$ cat config.mk
export PLATFORM = sky130hd
export DESIGN_NAME = cplx_calc_param
export DESIGN_NICKNAME = d
export VERILOG_FILES = /design/src/rtl/cplx_pkg.sv /design/src/rtl/cplx_mac.sv /design/src/rtl/cplx_calc_param.sv
export SDC_FILE = /design/constraint.sdc
export NUM_CORES = 1
export LEC_CHECK = 0
export CORE_MARGIN = 2
export CORE_UTILIZATION = 35
export DETAILED_ROUTE_END_ITERATION = 6
export PLACE_DENSITY_LB_ADDON = 0.05
export REMOVE_ABC_BUFFERS = 1
export SETUP_SLACK_MARGIN = 0.1
export SLEW_MARGIN = 5
export SYNTH_ARGS = -nofsm -noshare
export SYNTH_HDL_FRONTEND = slang
export SYNTH_SLANG_ARGS = --single-unit
$ cat constraint.sdc
create_clock -name clk -period 8 [get_ports clk]
set_input_delay 0.8 -clock clk [delete_from_list [all_inputs] [get_ports clk]]
set_output_delay 0.8 -clock clk [all_outputs]
set_load 0.01 [all_outputs]
$ cat src/rtl/cplx_pkg.sv
// Shared definitions for the serial complex calculator: mode codes, FSM state
// encodings and the per-mode calculation latency.
package cplx_pkg;

    typedef enum logic [1:0] {
        MODE_ADD  = 2'd0,
        MODE_SUB  = 2'd1,
        MODE_MUL  = 2'd2,
        MODE_CMUL = 2'd3
    } cplx_mode_e;

    typedef enum logic [1:0] {
        S_IDLE  = 2'd0,
        S_INPUT = 2'd1,
        S_CALC  = 2'd2,
        S_OUT   = 2'd3
    } cplx_state_e;

    // Cycles spent in CALC: one MAC pass per result word for add/sub; a full
    // complex multiply needs four products, spread over the available MACs.
    function automatic int calc_len(input cplx_mode_e mode, input int n_mac);
        if (mode == MODE_ADD || mode == MODE_SUB) begin
            return 2;
        end
        return (n_mac == 1) ? 4 : 2;
    endfunction

endpackage

$ cat src/rtl/cplx_mac.sv
// Combinational signed multiply-accumulate: acc_o = c_i + a_i * b_i.
module cplx_mac #(
    parameter int AW = 9,
    parameter int CW = 17
) (
    input  logic signed [AW-1:0] a_i,
    input  logic signed [AW-1:0] b_i,
    input  logic signed [CW-1:0] c_i,
    output logic signed [CW-1:0] acc_o
);

    logic signed [2*AW-1:0] prod;

    assign prod  = a_i * b_i;
    // Operands never exceed 2^(AW-2) in magnitude, so the product fits CW bits.
    assign acc_o = c_i + CW'(prod);

endmodule

$ cat src/rtl/cplx_calc_param.sv
// Serial complex calculator: receives A,B,C,D, computes X+Y, X-Y, X*Y or
// X*conj(Y) on N_MAC shared MACs and returns the real then imaginary word.
module cplx_calc_param
    import cplx_pkg::*;
#(
    parameter int DW    = 8,
    parameter int OW    = 2*DW+1,
    parameter int N_MAC = 1
) (
    input  logic                 clk,
    input  logic                 rst_n,
    input  logic                 IN_VALID,
    input  logic [1:0]           MODE,
    input  logic signed [DW-1:0] IN,
    output logic                 BUSY,
    output logic                 OUT_VALID,
    output logic signed [OW-1:0] OUT,
    output cplx_state_e          dbg_state_o
);

    // One extra operand bit so that negating -2^(DW-1) cannot wrap.
    localparam int AW = DW + 1;
    localparam int HI = N_MAC - 1;

    localparam logic signed [AW-1:0] POS_ONE = AW'(1);
    localparam logic signed [AW-1:0] NEG_ONE = AW'(-1);

    cplx_state_e             state_q;
    cplx_mode_e              mode_q;
    logic [1:0]              cnt_q;
    logic [1:0]              step_q;
    logic signed [DW-1:0]    a_q, b_q, c_q, d_q;
    logic signed [OW-1:0]    re_q, re_d;
    logic signed [OW-1:0]    im_q, im_d;
    logic signed [OW-1:0]    out_q;
    logic                    out_valid_q;
    logic                    busy_q;

    logic signed [AW-1:0]    a_x, b_x, c_x, d_x;
    logic signed [AW-1:0]    mac_a [N_MAC];
    logic signed [AW-1:0]    mac_b [N_MAC];
    logic signed [OW-1:0]    mac_c [N_MAC];
    logic signed [OW-1:0]    mac_r [N_MAC];
    logic                    last_step;
    logic                    is_cmul;

    assign a_x = AW'(a_q);
    assign b_x = AW'(b_q);
    assign c_x = AW'(c_q);
    assign d_x = AW'(d_q);

    assign is_cmul   = (mode_q == MODE_CMUL);
    assign last_step = (step_q == 2'(calc_len(mode_q, N_MAC) - 1));

    for (genvar g = 0; g < N_MAC; g++) begin : g_mac
        cplx_mac #(
            .AW (AW),
            .CW (OW)
        ) u_mac (
            .a_i   (mac_a[g]),
            .b_i   (mac_b[g]),
            .c_i   (mac_c[g]),
            .acc_o (mac_r[g])
        );
    end

    // Operand scheduling. Add/sub run A +/- C then B +/- D through MAC 0.
    // Multiplies build re and im from two partial products each; with one MAC
    // the four products run back to back, with two MACs re and im run in parallel.
    always_comb begin
        for (int i = 0; i < N_MAC; i++) begin
            mac_a[i] = '0;
            mac_b[i] = '0;
            mac_c[i] = '0;
        end
        re_d = re_q;
        im_d = im_q;
        if (state_q == S_CALC) begin
            if (mode_q == MODE_ADD || mode_q == MODE_SUB) begin
                mac_b[0] = (mode_q == MODE_SUB) ? NEG_ONE : POS_ONE;
                if (step_q == 2'd0) begin
                    mac_a[0] = c_x;
                    mac_c[0] = OW'(a_q);
                    re_d     = mac_r[0];
                end else begin
                    mac_a[0] = d_x;
                    mac_c[0] = OW'(b_q);
                    im_d     = mac_r[0];
                end
            end else if (N_MAC == 1) begin
                case (step_q)
                    2'd0: begin
                        mac_a[0] = a_x;
                        mac_b[0] = c_x;
                        re_d     = mac_r[0];
                    end
                    2'd1: begin
                        mac_a[0] = is_cmul ? b_x : -b_x;
                        mac_b[0] = d_x;
                        mac_c[0] = re_q;
                        re_d     = mac_r[0];
                    end
                    2'd2: begin
                        mac_a[0] = is_cmul ? -a_x : a_x;
                        mac_b[0] = d_x;
                        im_d     = mac_r[0];
                    end
                    default: begin
                        mac_a[0] = b_x;
                        mac_b[0] = c_x;
                        mac_c[0] = im_q;
                        im_d     = mac_r[0];
                    end
                endcase
            end else begin
                if (step_q == 2'd0) begin
                    mac_a[0]  = a_x;
                    mac_b[0]  = c_x;
                    mac_a[HI] = is_cmul ? -a_x : a_x;
                    mac_b[HI] = d_x;
                end else begin
                    mac_a[0]  = is_cmul ? b_x : -b_x;
                    mac_b[0]  = d_x;
                    mac_c[0]  = re_q;
                    mac_a[HI] = b_x;
                    mac_b[HI] = c_x;
                    mac_c[HI] = im_q;
                end
                re_d = mac_r[0];
                im_d = mac_r[HI];
            end
        end
    end

    always_ff @(posedge clk or negedge rst_n) begin
        if (!rst_n) begin
            state_q     <= S_IDLE;
            mode_q      <= MODE_ADD;
            cnt_q       <= '0;
            step_q      <= '0;
            a_q         <= '0;
            b_q         <= '0;
            c_q         <= '0;
            d_q         <= '0;
            re_q        <= '0;
            im_q        <= '0;
            out_q       <= '0;
            out_valid_q <= 1'b0;
            busy_q      <= 1'b0;
        end else begin
            re_q <= re_d;
            im_q <= im_d;
            case (state_q)
                S_IDLE: begin
                    if (IN_VALID) begin
                        a_q     <= IN;
                        mode_q  <= cplx_mode_e'(MODE);
                        cnt_q   <= 2'd1;
                        busy_q  <= 1'b1;
                        state_q <= S_INPUT;
                    end
                end
                S_INPUT: begin
                    if (!IN_VALID) begin
                        busy_q  <= 1'b0;
                        state_q <= S_IDLE;
                    end else begin
                        case (cnt_q)
                            2'd1:    b_q <= IN;
                            2'd2:    c_q <= IN;
                            default: d_q <= IN;
                        endcase
                        if (cnt_q == 2'd3) begin
                            step_q  <= '0;
                            state_q <= S_CALC;
                        end else begin
                            cnt_q <= cnt_q + 2'd1;
                        end
                    end
                end
                S_CALC: begin
                    // The real word is final by the last step in every mode.
                    if (last_step) begin
                        out_q       <= re_d;
                        out_valid_q <= 1'b1;
                        cnt_q       <= '0;
                        state_q     <= S_OUT;
                    end else begin
                        step_q <= step_q + 2'd1;
                    end
                end
                default: begin
                    if (cnt_q == 2'd0) begin
                        out_q <= im_q;
                        cnt_q <= 2'd1;
                    end else begin
                        out_q       <= '0;
                        out_valid_q <= 1'b0;
                        busy_q      <= 1'b0;
                        state_q     <= S_IDLE;
                    end
                end
            endcase
        end
    end

    assign BUSY        = busy_q;
    assign OUT_VALID   = out_valid_q;
    assign OUT         = out_q;
    assign dbg_state_o = state_q;

endmodule

### Word-level counts from Yosys, hierarchy flattened

Cells that the tools add are included.

| word-level totals | value |
|---|---|
| output and inout port bits | 21 |
| logic and storage cells | 117 |
| register bits | 93 |
| input bits | 13 |

| cells by class | value |
|---|---|
| add/sub/neg operators | 6 |
| eq/ne operators | 23 |
| mux-type cells | 48 |
| bitwise gates (word level) | 3 |
| reduce and logical (&&, ||, !) cells | 23 |
| multipliers | 1 |

Operators by type and width:

| cell | number |
|---|---|
| 17-bit two-way mux | 12 |
| 9-bit two-way mux | 9 |
| 17-bit case mux with 2 select lines | 2 |
| 2-bit two-way mux | 14 |
| 9-bit case mux with 3 select lines | 1 |
| 2-bit != test, second input constant | 9 |
| 8-bit negation with 9-bit output | 2 |
| 17-bit adder | 1 |
| 9-bit by 9-bit multiplier with 17-bit output | 1 |
| 3-bit AND reduction | 5 |
| 2-bit case mux with 3 select lines | 2 |
| 4-bit AND reduction | 3 |
| 2-bit equality test, second input constant | 5 |
| 2-bit OR reduction | 5 |
| 2-bit by 1-bit equality test with 1-bit output, second input constant | 4 |
| 2-bit logical NOT | 4 |
| 1-bit two-way mux | 5 |
| 5-bit AND reduction | 1 |
| 2-bit by 1-bit adder with 2-bit output, second input constant | 2 |
| 4-bit by 2-bit != test with 1-bit output, second input constant | 1 |
| 2-bit case mux with 2 select lines | 1 |
| 2-bit AND reduction | 2 |
| 4-bit nonzero test | 1 |
| 3-bit by 1-bit != test with 1-bit output, second input constant | 1 |
| 9 further kinds | 11 |

### Depth between registers and ports, before layout

| depth | value |
|---|---|
| depth after elaboration | 12 |
| depth in mapped cells | 27 |
| gate-level depth less buffers | 27 |

### By module

From an unflattened synthesis, not the netlist that was laid out.

| second synthesis, totals | value |
|---|---|
| cell total of the unflattened synthesis | 1010 |
| area, all modules | 9312.7 µm² |

Modules (own cells, without submodules):

| module | times used | area an instance (µm²) | cells an instance |
|---|---|---|---|
| cplx_calc_param | 1 | 5649.2 | 577 |
| cplx_mac | 1 | 3663.5 | 433 |

### Worst setup path before layout

No wires, ideal clock.

| timing | value |
|---|---|
| path type | reg2reg |
| start | register step_q[0] |
| end | register re_q[15] |
| data required time | 7.918 ns |
| slack | 1.544 ns |
| arrival | 6.374 ns |
| clock period less this slack | 6.456 ns |
| setup time | 0.082 ns |
| cell stages (with the launch flop) | 26 |
| cells stage by stage | dfrtp_1 > ha_1 > buf_2 > buf_1 > clkbuf_1 > a21oi_1 > a31oi_1 > nand2_1 > fa_1 > inv_1 > fa_1 > inv_1 > fa_1 > inv_1 > fa_1 > inv_1 > fa_1 > inv_1 > ha_1 > o21a_1 > o21ai_0 > a21o_1 > o21ai_1 > a211o_1 > o32a_1 > a31oi_1 |

| between the ends | value |
|---|---|
| word-level cells in the longest chain between the ends | 10 |

RTL lines:

| element | RTL line | RTL |
|---|---|---|
| start, declared | cplx_calc_param.sv:31 | `logic [1:0] step_q;` |
| start signal, assigned | cplx_calc_param.sv:189 | `step_q <= step_q + 2'd1;` |
| 2-bit equality test or 2-bit by 1-bit equality test with 1-bit output (tied branches) | cplx_calc_param.sv:91 | `case (step_q)` |
| 2-bit OR reduction (no line) | - |  |
| 9-bit two-way mux | cplx_calc_param.sv:91 |  |
| 9-bit two-way mux | cplx_calc_param.sv:79 | `if (mode_q == MODE_ADD \|\| mode_q == MODE_SUB) begin` |
| 9-bit two-way mux | cplx_calc_param.sv:78 | `if (state_q == S_CALC) begin` |
| 9-bit by 9-bit multiplier with 17-bit output | cplx_mac.sv:14 | `assign prod = a_i * b_i;` |
| 17-bit adder | cplx_mac.sv:16 | `assign acc_o = c_i + CW'(prod);` |
| 17-bit two-way mux, on equally long branches | cplx_calc_param.sv:91, cplx_calc_param.sv:81 |  |
| 17-bit two-way mux (*) | cplx_calc_param.sv:79 |  |
| 17-bit two-way mux (*) | cplx_calc_param.sv:78 |  |
| named net re_d[15] | cplx_calc_param.sv:33 | `logic signed [OW-1:0] re_q, re_d;` |
| end signal, assigned | cplx_calc_param.sv:151 | `re_q <= re_d;` |
| end, declared | cplx_calc_param.sv:33 |  |

Mark *: on every way through the listed nets, which the timed path passes. The rest lies on a longest branch.
A chain may end at the register's enable or synchronous reset.

### Worst setup path in the final report

Ends and elaborated chain as after synthesis.

==> impl_metrics.yaml <==
final_layout:
  nFillCells: 2572
  antennaDiodeCount: 0
  drive_above_1_share_pct: 11.6
  nNetsFinal: 1162
  multi_input_area_um2: 6010
  regArea_um2: 2330
  final_cell_mix: "146 x inv_1, 115 x nand2_1, 92 x dfrtp_1"
  syn_to_final_growth_pct: 11.0
  final_common_cell: "inv_1"
floorplanning:
  core_um2: 25300
  core.rowCount: 58
  dieArea_um2: 27300
  die_h_um: 165
  die_w_um: 165
  start_util_pct: 35.9
  io_pins: 34
sta:
  fin_crit_ns: 7.24
  hold_violations: 0
  maxSlewViolCount: 0
  max_slew.worst_pin.slew_ns: 0.946
  rsz0062_at_grt: "false"
  fin_crit_sh_pct: 90.5
  slew-limit-headroom_pct: 36.9
  fmax_ghz: 0.138
  finalSetupTns_ns: 0
  whs_ns: 0.431
  setup_violations: 0
  fin_skew_ns: 0.0146
yosys:
  synth_cell_types: 71
  synth-xor-area-share_pct: 2.38
  ys_seq_area_share_pct: 25.6
  synth_top_family_by_area: "adder cells"
  synth_flop_cell: "dfrtp_1"
  syn-cell-area_um2: 9090
  synthArstFlopShare_pct: 100
  syn_inst: 992
  ys_ff_latch: 93
  synth_area_per_cell_um2: 9.16
  synth-compound-area-share_pct: 16.3
  synth_simple_gate_area_share_pct: 13.0
  synth_adder_area_share_pct: 25.4
  ys_warn_count: 0
  synth_edf_count: 0
  synthMuxAreaShare_pct: 8.99
critical_path:
  crit_top_cell: "inv_1"
  end_kind: "flop"
  setup.worst_path.class: "flop to flop"
  crit_chain: "inv_1 > ha_1 > a22oi_1 > o2111a_1 > a211oi_2 > nand2_1 > fa_1 > inv_1 > ha_1 > inv_1 > fa_1 > inv_1 > fa_1 > inv_1 > fa_1 > inv_1 > ha_1 > o21a_1 > o21ai_0 > a21o_1 > o21ai_1 > a211o_1 > o32a_1 > a31oi_1"
  cp_max_fo: 20
  cp_slowest_stage_delay_ns: 0.78
  crit_arrival_ns: 7.51
  startpoint_type: "flop"
  critPathRequiredTime_ns: 8.27
  cpMaxStageDelayCell: "ha_1"
global_routing:
  grtUsageTotal_pct: 19.0
  grt_overflow: 0
  grt_max_degree: 53
  grt_pass1_vias: 7185
  grt_pass1_wl_um: 40000
  antenna_found_initial: 0
clock_tree:
  ctsHoldBuffers: 0
  clockBufferDepth: 2
  post_cts_buffers: 0
  post_cts_resized: 0
  cts.htree.levels: 3
  cts.sinks: 93
  numCtsBuffers: 9
  cts_tree: "done"
  path_clk_slew_ns: 0.07
  root_buffer: "clkbuf_16"
  clk_latency_ns: 0.36
power:
  p_per_area_nw_per_um2: 351
  seq_power_share_pct: 25.5
  power_w: 0.00354
  p_int_w: 0.00181
  p_leak_nw: 4.63
  p_sw_share_pct: 48.9
  p_clk_share_pct: 13.0
  p_switching_w: 0.00173
  power_frac_comb_pct: 61.4
  max-vdd-ir-drop_mv: 0.159
routing:
  routedWlPerCell_um: 17.9
  drc: 0
  vias: 6850
  postRouteAntennaNets: 0
  avgViaCountPerCell: 5.09
  dr.first_iter.drc_count: 359
  detail_route.first_pass.iterations: 5
  routed_wl_um: 24000
run_status:
  status: "completed"
place:
  hpwl_um: 18800
  gp_congestion: 0.844
  io_buffers: 33
flow_run:
  drv_cap: 0
min_path:
  hold_path.class: "input pin to async pin"
routing by layer:
layer / vias to the layer above / track usage, % / routed length (um)
li1: 3368 / - / -
met1: 3381 / 26.3 / 11800
met2: 86 / 32.7 / 11500
met3: 15 / 2.02 / 468
met4: 0 / 3.32 / 226
met5: - / 0 / 0
synth_stat cells, types with 11 or more instances:
cell	number	area (um^2)
a211oi_1	11	82.6
a21oi_1	61	305
a22oi_1	20	150
and2_1	18	113
clkbuf_1	23	86.3
dfrtp_1	93	2330
fa_1	79	1580
ha_1	58	726
inv_1	146	548
mux2_2	53	597
mux2i_1	22	220
nand2_1	115	432
nand3_1	11	55.1
nor2_1	48	180
nor2b_1	13	81.3
nor3_1	11	55.1
o21ai_0	46	230
xnor2_1	17	149
metrics by stage:
stage	worst slack [ns]	util (%)	instance area, um^2	cells
finish	0.757	39.8	10100	1347
global route	0.232	39.8	10100	1347
CTS	0.730	39.8	10100	1347
detailed placement	0.753	38.6	9790	1331
global placement	0.836	38.6	9790	1331
floorplan	0.866	-	8890	948
state kept, by name (all words and copies together), names as in the netlist, 2 cells and up:
signal	flops
OUT	17
a_q	8
b_q	8
c_q	8
cnt_q	2
d_q	8
dbg_state_o	2
im_q	17
mode_q	2
re_q	17
step_q	2
power groups by stage:
stage | clock network, W | registers (W) | logic (W)
detailed placement | 0 | 0.000909 | 0.00220
global route | 0.000497 | 0.000942 | 0.00247
CTS | 0.000481 | 0.000901 | 0.00221
floorplan | 0 | 0.000886 | 0.00148
global placement | 0 | 0.000912 | 0.00221
finish | 0.000462 | 0.000904 | 0.00217
critical path: cells and delay by family (launching register included):
kind | cells | cell delay, ns
AOI/OAI and AO/OA | 10 | 2.65
buffers and inverters | 6 | 0.35
adders and majority gates | 7 | 3.54
and+or+nand+nor | 1 | 0.16
DFF | 1 | 0.45
worst paths after layout:
path                            from   endpoint  slack, ns  cells after the start
setup / recovery           step_q[0]   re_q[15]       0.76                     24
hold / removal                 rst_n     OUT[4]       0.43                      1
setup reg to reg           step_q[0]   re_q[15]       0.76                     24
hold reg to reg               OUT[3]     OUT[3]       0.47                      2
max in group asynchronous      rst_n  mode_q[1]       6.44                      2
min in group clk              OUT[3]     OUT[3]       0.47                      2
final cells by class:
type,instances,share of cell area [%]
Multi-Input combinational cell,707,59.6
Clock buffer,9,2.23
Sequential cell,93,23.1
Inverter,148,5.51
Timing Repair Buffer,53,4.74
Tap cell,330,4.09
Clock inverter,7,0.794
cells by family after synthesis:
logic type / Yosys count
simple gates: 252
compound gates: 220
buf+inv: 192
fa+ha+maj: 137
flops: 93
mux: 75
xor+xnor: 23
(Power assumes the default switching activity.)
==> RTL change: new RTL, same settings <==
The parameter `N_MAC` goes from 1 to 2.
--- a/src/rtl/cplx_calc_param.sv
+++ b/src/rtl/cplx_calc_param.sv
@@ -7,3 +7,3 @@
     parameter int OW    = 2*DW+1,
-    parameter int N_MAC = 1
+    parameter int N_MAC = 2
 ) (
Formal check against the unedited RTL: not equivalent (a bounded check fails within 10 cycles, from zero or initial values and one cycle with rst_n low).
==> RTL change against the unedited design <==
Worst setup slack gained 0.15 ns; sequential cell count is the same; sequential power grew 0.9%; combinational power grew 17%; synthesized area grew 37%; power grew 9.2%; final area grew 35%; wire length grew 57%; final cell count grew 40%; largest cell class unchanged; largest power group unchanged.
==> RTL change: results (changes against the unedited design) <==
| Metric | Value |
|---|---|
| Area fraction in compound gates after synthesis | 12.2% (-4.2 points) |
| Area growth syn-to-layout | 9.09% |
| CP Capture Point | im_q[16]$_DFFE_PN0P_ |
| Fraction of layout cells with a size suffix above 1 | 8.18% (-3.4 points) |
| Peak VDD IR | 0.235 mV (+48%) |
| Final min period | 7.09 ns (-0.149 ns) |
| Synth cell types | 62 (-13%) |
| Critical path's slowest cell | fa_1 |
| Clk slew on worst S/H paths | 0.07 ns (about the same) |
| First-pass GRT wire length | 60800 µm (+52%) |
| Area contributors post-synth | fa_1 25%, dfrtp_1 19%, ha_1 10%, inv_1 6.7%, mux2_2 5.1% |
| Seq pwr share | 23.6% (-1.9 points) |
| Pleak | 6.59 nW (+42%) |
| Pre-CTS setup slack | 0.989 ns (+0.236 ns) |
| Mux cell area share after synthesis | 6.71% (-2.3 points) |
| RR Endpoint | im_q[16]$_DFFE_PN0P_ |
| Status | completed |
| Largest net degree at the start of global routing | 55 (+3.8%) |
| Post-Synth XOR/XNOR Area | 3.76% (+1.4 points) |
| Vias post-DR | 9598 (+40%) |
| Fill cells | 3694 (+44%) |
| Synth Area in Adders | 35.5% (+10 points) |
| Commonest cells post-synth | 223 x inv_1, 158 x fa_1, 155 x nand2_1 |
| Detailed Route WL | 37700 µm (+57%) |
| Crit Path Max Fanout | 13 (-35%) |
| Pre-Repair DR Iteration Count | 7 (+2) |
| Vias in the first global route | 10300 (+43%) |
| Dpl hpwl | 30700 µm (+63%) |
| Clock skew | 0.00742 ns (-0.00714 ns) |
| Clk Latency, worst-skew pair | 0.36 ns (about the same) |
| Slew headroom | 40.2% (+3.3 points) |
| Fin nets | 1700 (+46%) |
| Internal power | 1.86 mW (+3.1%) |
| Sequential area share after synthesis | 18.7% (-6.9 points) |
| Placement Cell Area | 13300 µm² (+36%) |
| Worst R2R Start | step_q[1]$_DFFE_PN0P_ |
| Arrival @ worst endpoint | 7.32 ns (-0.19 ns) |
| Max stage delay on crit path | 0.76 ns (-0.02 ns) |
| Non-filler cells, final | 1892 (+40%) |
| Syn_area_per_cell | 8.80 µm² (-3.9%) |
| Total power | 3.86 mW (+9.2%) |
| GRT Util Overall | 21.8% (+2.7 points) |
| Combinational power | 2.53 mW (+17%) |
## RTL change: cell count changes after synthesis, moves of 12 or more
cell,before,now
o21ai_0,46,67
fa_1,79,158
and3_1,5,29
nor2_1,48,123
a21oi_1,61,73
ha_1,58,101
xnor2_1,17,42
o22ai_1,0,15
clkbuf_1,23,38
nand2_1,115,155
a22oi_1,20,7
inv_1,146,223
## RTL change: worst min path at each step
stage / depth (start not counted) / slack, ns / to / from
global route: 1 / 0.46 / OUT[4]$_DFFE_PN0P_ / rst_n
detailed placement: 2 / 0.47 / OUT[2]$_DFFE_PN0P_ / OUT[2]$_DFFE_PN0P_
CTS: 1 / 0.44 / OUT[4]$_DFFE_PN0P_ / rst_n
global placement: 2 / 0.46 / OUT[5]$_DFFE_PN0P_ / OUT[5]$_DFFE_PN0P_
finish: 1 / 0.43 / OUT[4]$_DFFE_PN0P_ / rst_n
floorplan: 2 / 0.47 / re_q[10]$_DFF_PN0_ / re_q[10]$_DFF_PN0_
## RTL change: layout make-up
type	count	area share, %
Multi-Input combinational cell	1040	66.6
Tap cell	461	4.24
Sequential cell	93	17.1
Timing Repair Buffer	59	3.85
Clock inverter	1	0.0552
Clock buffer	13	1.91
Inverter	225	6.22
## RTL change: metal layers
| metal | vias up | GRT usage, % | wire, µm | part of all wire [%] |
|---|---|---|---|---|
| met5 | - | 0 | 0 | 0 |
| met4 | 0 | 4.02 | 596 | 1.6 |
| met3 | 28 | 2.66 | 1220 | 3.2 |
| met2 | 157 | 34.4 | 17300 | 46 |
| met1 | 4792 | 32.1 | 18600 | 49 |
| li1 | 4621 | - | - | - |
